### src/rtl/brom_pkg.sv
// Shared widths, requester count and tag type for the two-port boot ROM arbiter.
package brom_pkg;

    localparam int ADDR_W     = 8;
    localparam int DATA_W     = 64;
    localparam int NUM_REQ    = 2;
    localparam int FIFO_DEPTH = 2;

    typedef logic [$clog2(NUM_REQ)-1:0] tag_t;

endpackage

### src/rtl/brom_arbiter_if.sv
// Request/response bundle between the two requesters (master) and the arbiter (slave).
interface brom_arbiter_if #(
    parameter int ADDR_W = brom_pkg::ADDR_W,
    parameter int DATA_W = brom_pkg::DATA_W
);

    // A transfer happens on either channel in any cycle where valid and ready are both 1.
    logic              req0_valid;
    logic              req0_ready;
    logic [ADDR_W-1:0] req0_addr;
    logic              req1_valid;
    logic              req1_ready;
    logic [ADDR_W-1:0] req1_addr;
    logic              resp0_valid;
    logic              resp0_ready;
    logic [DATA_W-1:0] resp0_data;
    logic              resp1_valid;
    logic              resp1_ready;
    logic [DATA_W-1:0] resp1_data;

    modport master (
        output req0_valid, req0_addr, req1_valid, req1_addr, resp0_ready, resp1_ready,
        input  req0_ready, req1_ready, resp0_valid, resp0_data, resp1_valid, resp1_data
    );

    modport slave (
        input  req0_valid, req0_addr, req1_valid, req1_addr, resp0_ready, resp1_ready,
        output req0_ready, req1_ready, resp0_valid, resp0_data, resp1_valid, resp1_data
    );

endinterface

### src/rtl/brom_256x64.sv
// 256x64 boot ROM with a registered output; the word appears the cycle after addr is sampled.
module brom_256x64
    import brom_pkg::*;
(
    input  logic              clock,
    input  logic              reset,
    input  logic [ADDR_W-1:0] addr,
    output logic [DATA_W-1:0] y
);

    always_ff @(posedge clock) begin
        if (!reset) begin
            y <= '0;
        end else begin
            case (addr)
                8'd0:    y <= 64'h44881112_3100C1A1;
                8'd1:    y <= 64'h77101937_4014A2B2;
                8'd2:    y <= 64'h89239447_2932DAC3;
                8'd3:    y <= 64'h34784782_7910FCD4;
                8'd4:    y <= 64'hAD127839_139A12E5;
                8'd5:    y <= 64'h48572015_722903F6;
                8'd6:    y <= 64'hFF237248_24742117;
                8'd7:    y <= 64'h13874949_28924428;
                default: y <= '0;
            endcase
        end
    end

endmodule

### src/rtl/brom_arbiter.sv
// Round-robin time-sharing of one synchronous ROM between two requesters,
// each with a 2-entry in-order response FIFO and credit-style outstanding count.
module brom_arbiter #(
    parameter int ADDR_W = brom_pkg::ADDR_W,
    parameter int DATA_W = brom_pkg::DATA_W
) (
    input logic          clock,
    input logic          reset,
    brom_arbiter_if.slave bus
);

    import brom_pkg::*;

    logic [NUM_REQ-1:0] req_valid;
    logic [NUM_REQ-1:0] resp_ready;
    logic [NUM_REQ-1:0] resp_valid;
    logic [NUM_REQ-1:0] resp_hs;
    logic [NUM_REQ-1:0] elig;
    logic [NUM_REQ-1:0] cand;
    logic [NUM_REQ-1:0] grant;
    logic [NUM_REQ-1:0] push;
    logic [ADDR_W-1:0]  req_addr [NUM_REQ];
    logic [ADDR_W-1:0]  rom_addr;
    logic [DATA_W-1:0]  rom_y;

    tag_t               ptr;
    logic               inflight_valid;
    tag_t               inflight_tag;
    logic [1:0]         out_cnt  [NUM_REQ];
    logic [1:0]         fifo_cnt [NUM_REQ];
    logic [NUM_REQ-1:0] fifo_wr;
    logic [NUM_REQ-1:0] fifo_rd;
    logic [DATA_W-1:0]  fifo_mem [NUM_REQ][FIFO_DEPTH];

    assign req_valid   = {bus.req1_valid, bus.req0_valid};
    assign resp_ready  = {bus.resp1_ready, bus.resp0_ready};
    assign req_addr[0] = bus.req0_addr;
    assign req_addr[1] = bus.req1_addr;

    assign bus.req0_ready  = grant[0];
    assign bus.req1_ready  = grant[1];
    assign bus.resp0_valid = resp_valid[0];
    assign bus.resp1_valid = resp_valid[1];
    assign bus.resp0_data  = fifo_mem[0][fifo_rd[0]];
    assign bus.resp1_data  = fifo_mem[1][fifo_rd[1]];

    always_comb begin
        resp_valid = '0;
        resp_hs    = '0;
        elig       = '0;
        push       = '0;
        for (int i = 0; i < NUM_REQ; i++) begin
            resp_valid[i] = (fifo_cnt[i] != 2'd0);
            resp_hs[i]    = resp_valid[i] && resp_ready[i];
            // A full credit frees up in the same cycle its head response is consumed.
            elig[i]       = (out_cnt[i] < 2'd2) || ((out_cnt[i] == 2'd2) && resp_hs[i]);
            push[i]       = inflight_valid && (inflight_tag == tag_t'(i));
        end
    end

    always_comb begin
        cand     = req_valid & elig;
        grant    = '0;
        rom_addr = req_addr[0];
        if (reset) begin
            if (&cand) grant = ptr[0] ? 2'b10 : 2'b01;
            else       grant = cand;
        end
        if (grant[1]) rom_addr = req_addr[1];
    end

    brom_256x64 u_rom (
        .clock (clock),
        .reset (reset),
        .addr  (rom_addr),
        .y     (rom_y)
    );

    always_ff @(posedge clock) begin
        if (!reset) begin
            ptr            <= '0;
            inflight_valid <= 1'b0;
            inflight_tag   <= '0;
            fifo_wr        <= '0;
            fifo_rd        <= '0;
            for (int i = 0; i < NUM_REQ; i++) begin
                out_cnt[i]  <= '0;
                fifo_cnt[i] <= '0;
            end
        end else begin
            inflight_valid <= |grant;
            inflight_tag   <= tag_t'(grant[1]);
            // Favour whoever lost: granting 0 points at 1 and vice versa.
            if (|grant) ptr <= tag_t'(grant[0]);
            for (int i = 0; i < NUM_REQ; i++) begin
                case ({grant[i], resp_hs[i]})
                    2'b10:   out_cnt[i] <= out_cnt[i] + 2'd1;
                    2'b01:   out_cnt[i] <= out_cnt[i] - 2'd1;
                    default: out_cnt[i] <= out_cnt[i];
                endcase
                case ({push[i], resp_hs[i]})
                    2'b10:   fifo_cnt[i] <= fifo_cnt[i] + 2'd1;
                    2'b01:   fifo_cnt[i] <= fifo_cnt[i] - 2'd1;
                    default: fifo_cnt[i] <= fifo_cnt[i];
                endcase
                if (push[i])    fifo_wr[i] <= ~fifo_wr[i];
                if (resp_hs[i]) fifo_rd[i] <= ~fifo_rd[i];
            end
        end
    end

    always_ff @(posedge clock) begin
        for (int i = 0; i < NUM_REQ; i++) begin
            if (push[i]) fifo_mem[i][fifo_wr[i]] <= rom_y;
        end
    end

endmodule

### src/flat_wrapper.sv
// flat-port wrapper written by rule: the top's interface ports become plain ports
module brom_arbiter_flat import brom_pkg::*;
#(
    parameter int ADDR_W = brom_pkg::ADDR_W,
    parameter int DATA_W = brom_pkg::DATA_W
)
  (clock, reset, bus_req0_valid, bus_req0_addr, bus_req1_valid, bus_req1_addr, bus_resp0_ready, bus_resp1_ready, bus_req0_ready, bus_req1_ready, bus_resp0_valid, bus_resp0_data, bus_resp1_valid, bus_resp1_data);
  brom_arbiter_if #(.ADDR_W(ADDR_W), .DATA_W(DATA_W)) bus_i ();
  input logic clock;
  input logic reset;
  input wire logic [$bits(bus_i.req0_valid)-1:0] bus_req0_valid;
  input wire logic [$bits(bus_i.req0_addr)-1:0] bus_req0_addr;
  input wire logic [$bits(bus_i.req1_valid)-1:0] bus_req1_valid;
  input wire logic [$bits(bus_i.req1_addr)-1:0] bus_req1_addr;
  input wire logic [$bits(bus_i.resp0_ready)-1:0] bus_resp0_ready;
  input wire logic [$bits(bus_i.resp1_ready)-1:0] bus_resp1_ready;
  output wire logic [$bits(bus_i.req0_ready)-1:0] bus_req0_ready;
  output wire logic [$bits(bus_i.req1_ready)-1:0] bus_req1_ready;
  output wire logic [$bits(bus_i.resp0_valid)-1:0] bus_resp0_valid;
  output wire logic [$bits(bus_i.resp0_data)-1:0] bus_resp0_data;
  output wire logic [$bits(bus_i.resp1_valid)-1:0] bus_resp1_valid;
  output wire logic [$bits(bus_i.resp1_data)-1:0] bus_resp1_data;
  assign bus_i.req0_valid = bus_req0_valid;
  assign bus_i.req0_addr = bus_req0_addr;
  assign bus_i.req1_valid = bus_req1_valid;
  assign bus_i.req1_addr = bus_req1_addr;
  assign bus_i.resp0_ready = bus_resp0_ready;
  assign bus_i.resp1_ready = bus_resp1_ready;
  assign bus_req0_ready = bus_i.req0_ready;
  assign bus_req1_ready = bus_i.req1_ready;
  assign bus_resp0_valid = bus_i.resp0_valid;
  assign bus_resp0_data = bus_i.resp0_data;
  assign bus_resp1_valid = bus_i.resp1_valid;
  assign bus_resp1_data = bus_i.resp1_data;
  brom_arbiter #(.ADDR_W(ADDR_W), .DATA_W(DATA_W)) u_core (.clock(clock), .reset(reset), .bus(bus_i));
endmodule
### config.mk
export PLATFORM = sky130hd
export DESIGN_NAME = brom_arbiter_flat
export DESIGN_NICKNAME = d
export VERILOG_FILES = /design/src/rtl/brom_pkg.sv /design/src/rtl/brom_arbiter_if.sv /design/src/rtl/brom_256x64.sv /design/src/rtl/brom_arbiter.sv /design/src/flat_wrapper.sv
export SDC_FILE = /design/constraint.sdc
export NUM_CORES = 1
export LEC_CHECK = 0
export CORE_UTILIZATION = 30
export CTS_CLUSTER_SIZE = 30
export DETAILED_ROUTE_END_ITERATION = 16
export DONT_BUFFER_PORTS = 1
export GPL_ROUTABILITY_DRIVEN = 0
export PLACE_DENSITY = 0.53
export SLEW_MARGIN = 20
export SYNTH_ARGS = -nofsm -noshare
export SYNTH_HDL_FRONTEND = slang
export SYNTH_SLANG_ARGS = --single-unit
### constraint.sdc
create_clock -name clock -period 3.3 [get_ports clock]
set_clock_uncertainty 0.05 [all_clocks]
set_input_delay 0.165 -clock clock [delete_from_list [all_inputs] [get_ports clock]]
set_output_delay 0.165 -clock clock [all_outputs]
set_load 0.005 [all_outputs]
==> qor_table.md, run 1 <==
| Result | This run | Unit |
|:---|:---|:---|
| Status | complete, no violations | - |
| Via total after detailed routing | 5911 | - |
| Number of buffers inserted during clock tree synthesis | 35 | - |
| Share of post-route cells with drive strength above 1 | 29.8 | % |
| Top Family by Delay on Critical Path | compound AO/OA/AOI/OAI gates | - |
| Cells after synthesis | 691 | - |
| Sinks on the clock net | 310 | - |
| # port buffers | 0 | - |
| Number of setup violations in the final report | 0 | - |
| Setup repair after global routing missed its margin | false | - |
| Reg power frac | 48.2 | % |
| I/O Pins | 154 | - |
| Most frequent standard cell in the layout excluding fill and tap cells | sky130_fd_sc_hd__edfxtp_1 | - |
| Worst rel slew slack | 38.5 | % |
| Setup Total Neg Slack | 0 | ns |
| Final hold violation count | 0 | - |
| Dominant register cell in the synthesized netlist | sky130_fd_sc_hd__edfxtp_1 | - |
| Setup WS post-layout | 0.213 | ns |
| Die height | 200 | um |
| M1 GR Usage | 17.8 | % |
| Overall die width | 200 | um |
| GRT Max-Usage Layer | met2 | - |
| Cell area power density | 689 | nW/um^2 |
| Number of routed nets with antenna violations | 0 | - |
| Fraction of power consumed by the clock network | 38.6 | % |
| Number of filler cells placed in the layout | 3636 | - |
| Met2 track utilization from global routing | 22.6 | % |
| Number of enable-type register cells in the synthesized netlist | 244 | - |
| GRT met3 Usage | 5.07 | % |
| Total iterations of the first detailed-routing run | 5 | - |
| Global Route Usage Sum | 14.1 | % |
| Total DRC errors in the routed layout | 0 | - |
| Clock network latency to the later pin of the worst-skew pair | 0.50 | ns |
| Number of max-cap violations | 0 | - |
| First-pass GRT wire length | 40300 | um |
| Commonest cells after routing, fill and taps aside | 244 x sky130_fd_sc_hd__edfxtp_1, 122 x sky130_fd_sc_hd__mux2_2, 64 x sky130_fd_sc_hd__dfxtp_1 | - |
| Synthesized area | 11800 | sq um |
| Start-to-end type of the worst setup path | flop to flop | - |
| Async set-reset flop share out of synthesis | 0 | % |
| Class of the most critical hold timing path | primary input to flop | - |
| Initial cell density of the core | 30.4 | % |
| Final Critical Period | 3.09 | ns |
| Highest clock frequency the design can meet | 324 | MHz |
| Area inside the core boundary | 38600 | sq um |
| Root Buffer | sky130_fd_sc_hd__clkbuf_16 | - |
| Clock-pin slew reported for the worst setup and hold paths after clock tree synthesis | 0.06 | ns |
| Switching component of the power | 2.29 | mW |
| CP Data Arrival Time | 3.44 | ns |
| Bufs on Longest Clock Path | 3 | - |
| Worst slack at placement | 0.213 | ns |
| P_int | 7.09 | mW |
| Slowest cell on crit path | sky130_fd_sc_hd__mux2_2 | - |
| Via count of the first global-routing pass | 5840 | - |
| Average cell area after synthesis | 17.0 | sq um |
| Number of nets in the finished design | 764 | - |
| CP Cell Sequence | inv_1 -> ha_1 -> nand3b_4 -> a21o_1 -> a21oi_4 -> mux2_2 -> ha_2 -> inv_1 -> a2111oi_2 -> a31oi_1 -> and3_1 | - |
| Total count of max-transition violations in the final report | 0 | - |
| Critical Path Fanout Max | 7 | - |
| Initial antenna violation count | 0 | - |
| Share of power burned in combinational logic | 13.2 | % |
| Pin count of the biggest net entering global routing | 60 | - |
| Max VDD drop | 293 | uV |
| Cell type with the highest occurrence count on the critical path | sky130_fd_sc_hd__inv_1 | - |
| CTS tree | done | - |
| Half-perimeter wire length after placement | 17700 | um |
| Seq/Total Area, Yosys | 73.5 | % |
| Final critical-path share of the clock period | 93.6 | % |
| Switching part of the total | 24.4 | % |
| # placed instances | 1192 | - |
| Via density | 4.67 | - |
| Capturing element type of the critical path | flop | - |
| FF+latch count, synth | 310 | - |
| Buffers and inverters on the worst path | 2 | - |
| Antenna Diode Count | 0 | - |
| Total routed wirelength | 27900 | um |
| Area added between synthesis and finish | 15.9 | % |
| DRC violation total after the first TritonRoute iteration | 307 | - |
| Delay of the slowest critical-path stage | 0.45 | ns |
| Die ar. | 40000 | sq um |
| Kind of start point of the critical path | flop | - |
| H-tree lvl count | 2 | - |
| Number of core rows | 72 | - |
| Leakage component of the power | 4.62 | nW |
| Critical Path RT | 3.65 | ns |
| Yosys warnings | 0 | - |
| Count of unique library cells instantiated by Yosys | 50 | - |
| Post-route non-filler standard cell count | 1267 | - |
| Routed length per placed instance | 22.0 | um |
| Total congestion overflow | 0 | - |
| Actual slew at the worst max-slew pin | 0.919 | ns |
per-stage QoR:
stage / power (mW) / hold slack [ns] / cell area [sq um] / util [%]
after global routing: 9.80 / 0.0218 / 13600 / 35.3
after CTS: 9.56 / 0.00710 / 13600 / 35.2
final: 9.38 / 0.0133 / 13600 / 35.3
after floorplan: 5.50 / 0.231 / 11800 / -
after global placement: 5.84 / 0.236 / 12400 / 32.1
after detailed placement: 5.86 / 0.242 / 12400 / 32.1
cell families (layout without fill, tap and decap cells):
kind of cell | after synthesis | in the layout | synth area share (%)
flops | 310 | 310 | 73.5
mux | 130 | 130 | 12.5
simple gates | 90 | 90 | 3.86
compound gates | 71 | 71 | 4.86
buf+inv | 62 | 119 | 2.56
fa+ha+maj | 19 | 19 | 2.02
xor+xnor | 8 | 8 | 0.596
other cells | 1 | 2 | 0.0319
path summary, 6_finish.rpt:
| kind | from | to | slack [ns] | depth (start not counted) |
|---|---|---|---|---|
| hold reg to reg | u_core.u_rom.y[54] | u_core.fifo_mem[0][54] | 0.42 | 0 |
| setup reg to reg | u_core.fifo_cnt[1][0] | u_core.u_rom.y[4] | 0.21 | 11 |
| hold / removal | bus_req0_addr[2] | u_core.u_rom.y[25] | 0.01 | 3 |
| setup / recovery | u_core.fifo_cnt[1][0] | u_core.u_rom.y[4] | 0.21 | 11 |
state kept, by name (all words and copies together), names as in the netlist, 2 cells and up:
signal	cells
u_core.fifo_mem	236
u_core.u_rom.y	59
u_core.fifo_cnt	4
u_core.fifo_rd	2
u_core.out_cnt	4
u_core.fifo_wr	2
power by group through the flow:
stage               combinational, mW  sequential [mW]  clock (mW)
detailed placement               1.25             4.61           0
CTS                              1.28             4.52        3.76
global placement                 1.25             4.60           0
finish                           1.24             4.52        3.63
global route                     1.36             4.55        3.89
floorplan                       0.908             4.59           0
Yosys cell counts (2+ instances only):
master / count / area (sq um)
sky130_fd_sc_hd__or3_1: 8 / 50.1
sky130_fd_sc_hd__nand2_1: 7 / 26.3
sky130_fd_sc_hd__edfxtp_1: 244 / 7330
sky130_fd_sc_hd__o211a_1: 2 / 20.0
sky130_fd_sc_hd__clkbuf_1: 13 / 48.8
sky130_fd_sc_hd__buf_2: 7 / 35.0
sky130_fd_sc_hd__a21oi_1: 16 / 80.1
sky130_fd_sc_hd__nand2b_1: 2 / 12.5
sky130_fd_sc_hd__mux2i_1: 6 / 60.1
sky130_fd_sc_hd__nor2b_1: 5 / 31.3
sky130_fd_sc_hd__a211oi_1: 5 / 37.5
sky130_fd_sc_hd__dfxtp_1: 66 / 1320
sky130_fd_sc_hd__xor2_1: 4 / 35.0
sky130_fd_sc_hd__inv_1: 20 / 75.1
sky130_fd_sc_hd__o41ai_1: 3 / 26.3
sky130_fd_sc_hd__a31oi_1: 12 / 75.1
sky130_fd_sc_hd__a2111oi_0: 3 / 26.3
sky130_fd_sc_hd__buf_4: 10 / 75.1
sky130_fd_sc_hd__buf_6: 3 / 33.8
sky130_fd_sc_hd__ha_1: 19 / 238
sky130_fd_sc_hd__a211oi_2: 11 / 138
sky130_fd_sc_hd__nand3b_1: 3 / 22.5
sky130_fd_sc_hd__and2_1: 2 / 12.5
sky130_fd_sc_hd__a21oi_4: 2 / 32.5
sky130_fd_sc_hd__nand3_1: 7 / 35.0
sky130_fd_sc_hd__nor2_1: 39 / 146
sky130_fd_sc_hd__and3_1: 5 / 31.3
sky130_fd_sc_hd__a211o_1: 5 / 43.8
sky130_fd_sc_hd__mux2_2: 122 / 1370
sky130_fd_sc_hd__inv_2: 2 / 7.51
sky130_fd_sc_hd__nor3_1: 7 / 35.0
sky130_fd_sc_hd__o21ai_0: 4 / 20.0
sky130_fd_sc_hd__buf_1: 7 / 26.3
sky130_fd_sc_hd__xnor2_1: 4 / 35.0
timing repair:
item                       4_1_cts  5_1_grt
hold endpoints to repair        58        0
hold buffers                    12        0
setup buffers                    0        0
gates resized for setup          0        4
setup endpoints to repair        0        5
worst register-to-register path, delay by kind of cell, from the launching register on:
| kind | cells | cell delay [ns] |
|---|---|---|
| buffers and inverters | 2 | 0.16 |
| muxes | 1 | 0.45 |
| DFF | 1 | 0.34 |
| AOI/OAI and AO/OA | 4 | 0.91 |
| and+or+nand+nor | 2 | 0.44 |
| adders and majority gates | 2 | 0.65 |
layout make-up:
| class | count | area (sq um) | share of cell area (%) |
|---|---|---|---|
| clock buffers | 53 | 1030 | 7.53 |
| clock inverters | 10 | 57.6 | 0.422 |
| inverters | 22 | 82.6 | 0.606 |
| multi-input cells | 320 | 2840 | 20.8 |
| flip-flops and latches | 310 | 8650 | 63.5 |
| well taps | 518 | 648 | 4.76 |
| repair buffers | 34 | 323 | 2.37 |
metal layers:
layer	vias to the layer above	wire length (um)
met5	-	0
met4	0	528
met3	35	2220
met2	181	13200
met1	3027	11900
li1	2668	-
(Power assumes the default switching activity.)
==> run 2, diff against run 1 <==
--- a/config.mk
+++ b/config.mk
@@ -11,6 +11,7 @@
 export DONT_BUFFER_PORTS = 1
 export GPL_ROUTABILITY_DRIVEN = 0
 export PLACE_DENSITY = 0.53
+export RECOVER_POWER = 100
 export SLEW_MARGIN = 20
 export SYNTH_ARGS = -nofsm -noshare
 export SYNTH_HDL_FRONTEND = slang
==> run 2 against run 1 <==
  * The flow now finishes with violations (max-capacitance violations, max-slew violations)
  * Core utilization is 0.38 points lower
  * Wire length grew 0.98%
  * Register-to-register slack improved by 0.03 ns
  * Global-route usage unchanged
  * Hold slack better by 0.0016 ns
  * Fmax grew 0.85%
  * Setup slack better by 0.026 ns
  * Sequential power hardly changed
  * Via count is 0.25% lower
  * Non-clock buffer count did not move
  * Die area unchanged
  * Clock-buffer cell count did not move
==> qor_table.md, run 2 (same netlist as run 1, synthesis figures left out) <==
| Result | This run | Unit |
|:---|:---|:---|
| Setup repair after global routing missed its margin | false | - |
| Total count of max-transition violations in the final report | 130 | - |
| Number of setup violations in the final report | 0 | - |
| Commonest cells after routing, fill and taps aside | 244 x sky130_fd_sc_hd__edfxtp_1, 102 x sky130_fd_sc_hd__mux2_1, 66 x sky130_fd_sc_hd__dfxtp_1 | - |
| Reg power frac | 48.7 | % |
| Share of post-route cells with drive strength above 1 | 12.7 | % |
| # placed instances | 1192 | - |
| Via density | 4.65 | - |
| Number of setup buffers added after CTS | 0 | - |
| First-pass GRT wire length | 40300 | um |
| Via total after detailed routing | 5896 | - |
| Die height | 200 | um |
| Buffers and inverters on the worst path | 2 | - |
| Area inside the core boundary | 38600 | sq um |
| Fraction of power consumed by the clock network | 39.1 | % |
| Total congestion overflow | 0 | - |
| Initial antenna violation count | 0 | - |
| Routed length per placed instance | 22.2 | um |
| Clock-pin slew reported for the worst setup and hold paths after clock tree synthesis | 0.06 | ns |
| # port buffers | 0 | - |
| Kind of start point of the critical path | flop | - |
| Share of power burned in combinational logic | 12.2 | % |
| Cell type with the highest occurrence count on the critical path | sky130_fd_sc_hd__inv_1 | - |
| Total DRC errors in the routed layout | 0 | - |
| Max VDD drop | 288 | uV |
| CP Data Arrival Time | 3.41 | ns |
| Number of max-cap violations | 4 | - |
| R2R Path Start | u_core.fifo_cnt[1][0] | - |
| Half-perimeter wire length after placement | 17700 | um |
| Antenna Diode Count | 0 | - |
| Reg-to-reg critical path endpoint | u_core.u_rom.y[4] | - |
| Hold worst-path end | u_core.u_rom.y[25] | - |
| Via count of the first global-routing pass | 5840 | - |
| Cell area power density | 690 | nW/um^2 |
| Bufs on Longest Clock Path | 3 | - |
| Number of cells traversed by the worst hold path | 3 | - |
| Top Family by Delay on Critical Path | compound AO/OA/AOI/OAI gates | - |
| Switching part of the total | 24.7 | % |
| Area added between synthesis and finish | 14.6 | % |
| P_int | 7.00 | mW |
| CP Cell Sequence | inv_1 -> ha_1 -> nand3b_4 -> a21o_1 -> a21oi_4 -> mux2_2 -> ha_2 -> inv_1 -> a2111oi_2 -> a31oi_1 -> and3_1 | - |
| Pin count of the biggest net entering global routing | 60 | - |
| Total iterations of the first detailed-routing run | 4 | - |
| Die ar. | 40000 | sq um |
| CTS tree | done | - |
| Setup Total Neg Slack | 0 | ns |
| Overall die width | 200 | um |
| Critical Path Fanout Max | 7 | - |
| Final critical-path share of the clock period | 92.8 | % |
| Final Critical Period | 3.06 | ns |
| Global Route Usage Sum | 14.1 | % |
| I/O Pins | 154 | - |
| Post-route non-filler standard cell count | 1267 | - |
| Slowest cell on crit path | sky130_fd_sc_hd__mux2_2 | - |
| Failing checks | max-capacitance violations, max-slew violations | - |
| Number of nets in the finished design | 764 | - |
| Number of buffers inserted during clock tree synthesis | 35 | - |
| Critical Path RT | 3.65 | ns |
| Initial cell density of the core | 30.4 | % |
| DRC violation total after the first TritonRoute iteration | 325 | - |
| Register-to-register setup slack | 0.24 | ns |
| Hold path start | bus_req0_addr[2] | - |
| Most frequent standard cell in the layout excluding fill and tap cells | sky130_fd_sc_hd__edfxtp_1 | - |
| Switching component of the power | 2.30 | mW |
| H-tree lvl count | 2 | - |
| Number of core rows | 72 | - |
| Largest register FFs | 236 | - |
| Total power after layout | 9.30 | mW |
| Highest clock frequency the design can meet | 327 | MHz |
| Sinks on the clock net | 310 | - |
| Total routed wirelength | 28200 | um |
| Capturing element type of the critical path | flop | - |
| Cell count of the worst reg-to-reg path | 11 | - |
| Root Buffer | sky130_fd_sc_hd__clkbuf_16 | - |
| Status | complete, but fails checks | - |
| Number of routed nets with antenna violations | 0 | - |
| Start-to-end type of the worst setup path | flop to flop | - |
| Delay of the slowest critical-path stage | 0.44 | ns |
| Clock network latency to the later pin of the worst-skew pair | 0.51 | ns |
| Worst rel slew slack | -29.5 | % |
| Actual slew at the worst max-slew pin | 1.94 | ns |
| Leakage component of the power | 4.56 | nW |
| Class of the most critical hold timing path | primary input to flop | - |
| Final hold violation count | 0 | - |
## run 2: layer usage
metal / GRT usage (%) / part of all wire (%)
met4: 4.07 / 1.9
met2: 22.6 / 47
met3: 5.07 / 7.9
met1: 17.8 / 43
met5: 0 / 0
## run 2: final cells by class
cell class	count	area [sq um]
tap	518	648
fill	3666	25200
sequential	310	8650
timing repair buffer	34	228
multi-input combinational	320	2790
clock buffer	53	1030
clock inverter	10	57.6
inverter	22	82.6
## run 2: how the worst max path moves through the flow
stage | startpoint | endpoint | slack, ns | cells after the start
2_1_floorplan | u_core.fifo_cnt[1][0] | u_core.u_rom.y[4] | 0.45 | 13
3_3_place_gp | u_core.fifo_cnt[1][0] | u_core.u_rom.y[4] | 0.31 | 11
3_5_place_dp | u_core.fifo_cnt[1][0] | u_core.u_rom.y[4] | 0.21 | 11
4_1_cts | u_core.fifo_cnt[1][0] | u_core.u_rom.y[4] | 0.15 | 11
5_1_grt | u_core.fifo_cnt[1][0] | u_core.u_rom.y[34] | 0.05 | 12
6_report | u_core.fifo_cnt[1][0] | u_core.u_rom.y[4] | 0.24 | 11
## run 2: through the flow
step                hold WS, ns  setup WS, ns  utilization, %  instance area, sq um
detailed placement        0.242         0.213            32.1                 12400
floorplan                 0.231         0.449               -                 11800
global route             0.0256        0.0540            34.9                 13500
finish                   0.0149         0.239            34.9                 13500
global placement          0.236         0.314            32.1                 12400
CTS                     0.00710         0.152            35.2                 13600
## run 2: worst min-delay path, cell delays in order
cell and delay (ns):
sky130_fd_sc_hd__nor2b_1 0.10, sky130_fd_sc_hd__mux2i_1 0.14, sky130_fd_sc_hd__nor2_1 0.11
## run 2: timing repair
action / CTS / global route
setup endpoints to repair: 0 / 5
hold endpoints to repair: 58 / 0
resized for setup: 0 / 4
hold buffers: 12 / 0
## run 2: power groups by stage
stage	combinational (mW)	clock (mW)	sequential, mW
6_report	1.14	3.63	4.53
5_1_grt	1.26	3.89	4.55
4_1_cts	1.28	3.76	4.52
3_5_place_dp	1.25	0	4.61
3_3_place_gp	1.25	0	4.60
2_1_floorplan	0.908	0	4.59
==> run 3, diff against run 2 <==
--- a/config.mk
+++ b/config.mk
@@ -10,6 +10,7 @@
 export DETAILED_ROUTE_END_ITERATION = 16
 export DONT_BUFFER_PORTS = 1
 export GPL_ROUTABILITY_DRIVEN = 0
+export HOLD_SLACK_MARGIN = 0.06
 export PLACE_DENSITY = 0.53
 export RECOVER_POWER = 100
 export SLEW_MARGIN = 20
==> run 3 against run 2 <==
  * The flow still finishes with violations (max-capacitance violations, max-slew violations)
  * Global-route usage hardly changed
  * Hold slack better by 0.10 ns
  * Cell area is 0.23% higher
  * Sequential power hardly changed
  * Core utilization is 0.081 points higher
  * Setup slack worse by 0.027 ns
  * Clock power hardly changed
  * First-iteration DRC count is 8.6% higher
==> qor_table.md, run 3 (same netlist as run 1, synthesis figures left out) <==
| Result | This run | Unit |
|:---|:---|:---|
| Cell area power density | 689 | nW/um^2 |
| Highest clock frequency the design can meet | 324 | MHz |
| Fraction of power consumed by the clock network | 39.0 | % |
| Critical Path Fanout Max | 7 | - |
| # port buffers | 0 | - |
| Routed length per placed instance | 22.1 | um |
| Total DRC errors in the routed layout | 0 | - |
| Share of post-route cells with drive strength above 1 | 12.6 | % |
| Number of buffers inserted during clock tree synthesis | 35 | - |
| Length of routed met2 wiring | 13200 | um |
| Class of the most critical hold timing path | primary input to flop | - |
| Final hold violation count | 0 | - |
| Pin count of the biggest net entering global routing | 60 | - |
| Root Buffer | sky130_fd_sc_hd__clkbuf_16 | - |
| WL met3 | 2250 | um |
| Via total after detailed routing | 5926 | - |
| Failing checks | max-capacitance violations, max-slew violations | - |
| Most frequent standard cell in the layout excluding fill and tap cells | sky130_fd_sc_hd__edfxtp_1 | - |
| Start-to-end type of the worst setup path | flop to flop | - |
| Clock network latency to the later pin of the worst-skew pair | 0.51 | ns |
| Highest layer used for signal routing | met4 | - |
| P_int | 7.01 | mW |
| Final critical-path share of the clock period | 93.6 | % |
| Half-perimeter wire length after placement | 17700 | um |
| Share of power burned in combinational logic | 12.3 | % |
| Largest register FFs | 236 | - |
| DRC violation total after the first TritonRoute iteration | 353 | - |
| Area inside the core boundary | 38600 | sq um |
| I/O Pins | 154 | - |
| Setup Total Neg Slack | 0 | ns |
| Setup repair after global routing missed its margin | false | - |
| Worst hold slack | 0.118 | ns |
| Number of nets in the finished design | 767 | - |
| Area after DPL | 12400 | sq um |
| Total congestion overflow | 0 | - |
| Commonest cells after routing, fill and taps aside | 244 x sky130_fd_sc_hd__edfxtp_1, 102 x sky130_fd_sc_hd__mux2_1, 66 x sky130_fd_sc_hd__dfxtp_1 | - |
| Clock-pin slew reported for the worst setup and hold paths after clock tree synthesis | 0.06 | ns |
| Die height | 200 | um |
| Switching part of the total | 24.7 | % |
| Final Critical Period | 3.09 | ns |
| CP Data Arrival Time | 3.44 | ns |
| Global Route Usage Sum | 14.0 | % |
| Total iterations of the first detailed-routing run | 5 | - |
| Worst rel slew slack | -28.6 | % |
| Status | complete, but fails checks | - |
| Leakage component of the power | 4.58 | nW |
| Number of routed nets with antenna violations | 0 | - |
| Cell area after layout | 13500 | sq um |
| Total count of max-transition violations in the final report | 108 | - |
| Total routed wirelength | 28100 | um |
| Initial antenna violation count | 1 | - |
| Actual slew at the worst max-slew pin | 1.93 | ns |
| Reg power frac | 48.7 | % |
| Number of core rows | 72 | - |
| Max VDD drop | 290 | uV |
| Initial cell density of the core | 30.4 | % |
| # placed instances | 1192 | - |
| Kind of start point of the critical path | flop | - |
| Bufs on Longest Clock Path | 3 | - |
| First-pass GRT wire length | 40300 | um |
| Capturing element type of the critical path | flop | - |
| Die ar. | 40000 | sq um |
| Number of max-cap violations | 4 | - |
| Wl on met1 | 12100 | um |
| Area added between synthesis and finish | 14.9 | % |
| Overall die width | 200 | um |
| Via count of the first global-routing pass | 5827 | - |
| Post-route non-filler standard cell count | 1271 | - |
| H-tree lvl count | 2 | - |
| Switching component of the power | 2.30 | mW |
| Via density | 4.66 | - |
| Critical Path RT | 3.65 | ns |
| CTS tree | done | - |
| Total power after layout | 9.31 | mW |
| Sinks on the clock net | 310 | - |
| Number of setup violations in the final report | 0 | - |
-- run 3: critical path, stage by stage, from the launching register on --
cell	delay, ns
sky130_fd_sc_hd__edfxtp_1	0.34
sky130_fd_sc_hd__inv_1	0.05
sky130_fd_sc_hd__ha_1	0.23
sky130_fd_sc_hd__nand3b_4	0.17
sky130_fd_sc_hd__a21o_1	0.21
sky130_fd_sc_hd__a21oi_4	0.23
sky130_fd_sc_hd__mux2_2	0.44
sky130_fd_sc_hd__ha_2	0.42
sky130_fd_sc_hd__inv_1	0.12
sky130_fd_sc_hd__a2111oi_2	0.30
sky130_fd_sc_hd__a31oi_1	0.14
sky130_fd_sc_hd__and3_1	0.27
-- run 3: routing by layer --
metal  vias to the layer above  track usage [%]
met5                         -                0
li1                       2666                -
met4                         0             3.90
met1                      3044             17.8
met3                        28             4.89
met2                       188             22.6
-- run 3: cell type report --
| cell class | instances | area [sq um] |
|---|---|---|
| fill | 3659 | 25100 |
| sequential | 310 | 8650 |
| multi-input combinational | 320 | 2790 |
| clock buffer | 53 | 1030 |
| tap | 518 | 648 |
| timing repair buffer | 37 | 258 |
| inverter | 22 | 82.6 |
| clock inverter | 10 | 57.6 |
| antenna | 1 | 2.50 |
-- run 3: worst paths after layout --
kind	startpoint	endpoint	slack, ns	cells after the start
worst min-delay path	bus_req0_valid	u_core.inflight_tag	0.12	3
worst max register to register	u_core.fifo_cnt[1][0]	u_core.u_rom.y[4]	0.21	11
worst max-delay path	u_core.fifo_cnt[1][0]	u_core.u_rom.y[4]	0.21	11
worst min register to register	u_core.u_rom.y[54]	u_core.fifo_mem[0][54]	0.42	0
-- run 3: what timing repair did --
action                                  in CTS  in global routing
hold buffers                                15                  0
hold endpoints to repair                    67                  0
endpoints found under the setup margin       0                  5
resized for setup                            0                  4
setup buffers                                0                  0
-- run 3: power groups by stage --
stage	Combinational (mW)	Clock [mW]	Sequential, mW
finish	1.14	3.63	4.53
global route	1.27	3.89	4.56
CTS	1.29	3.76	4.52
detailed placement	1.25	0	4.61
global placement	1.25	0	4.60
floorplan	0.908	0	4.59
-- run 3: per-stage QoR --
step	utilization, %	setup WS (ns)
finish	35.0	0.212
global route	35.0	0.0144
CTS	35.3	0.145
detailed placement	32.1	0.213
global placement	32.1	0.314
floorplan	-	0.449
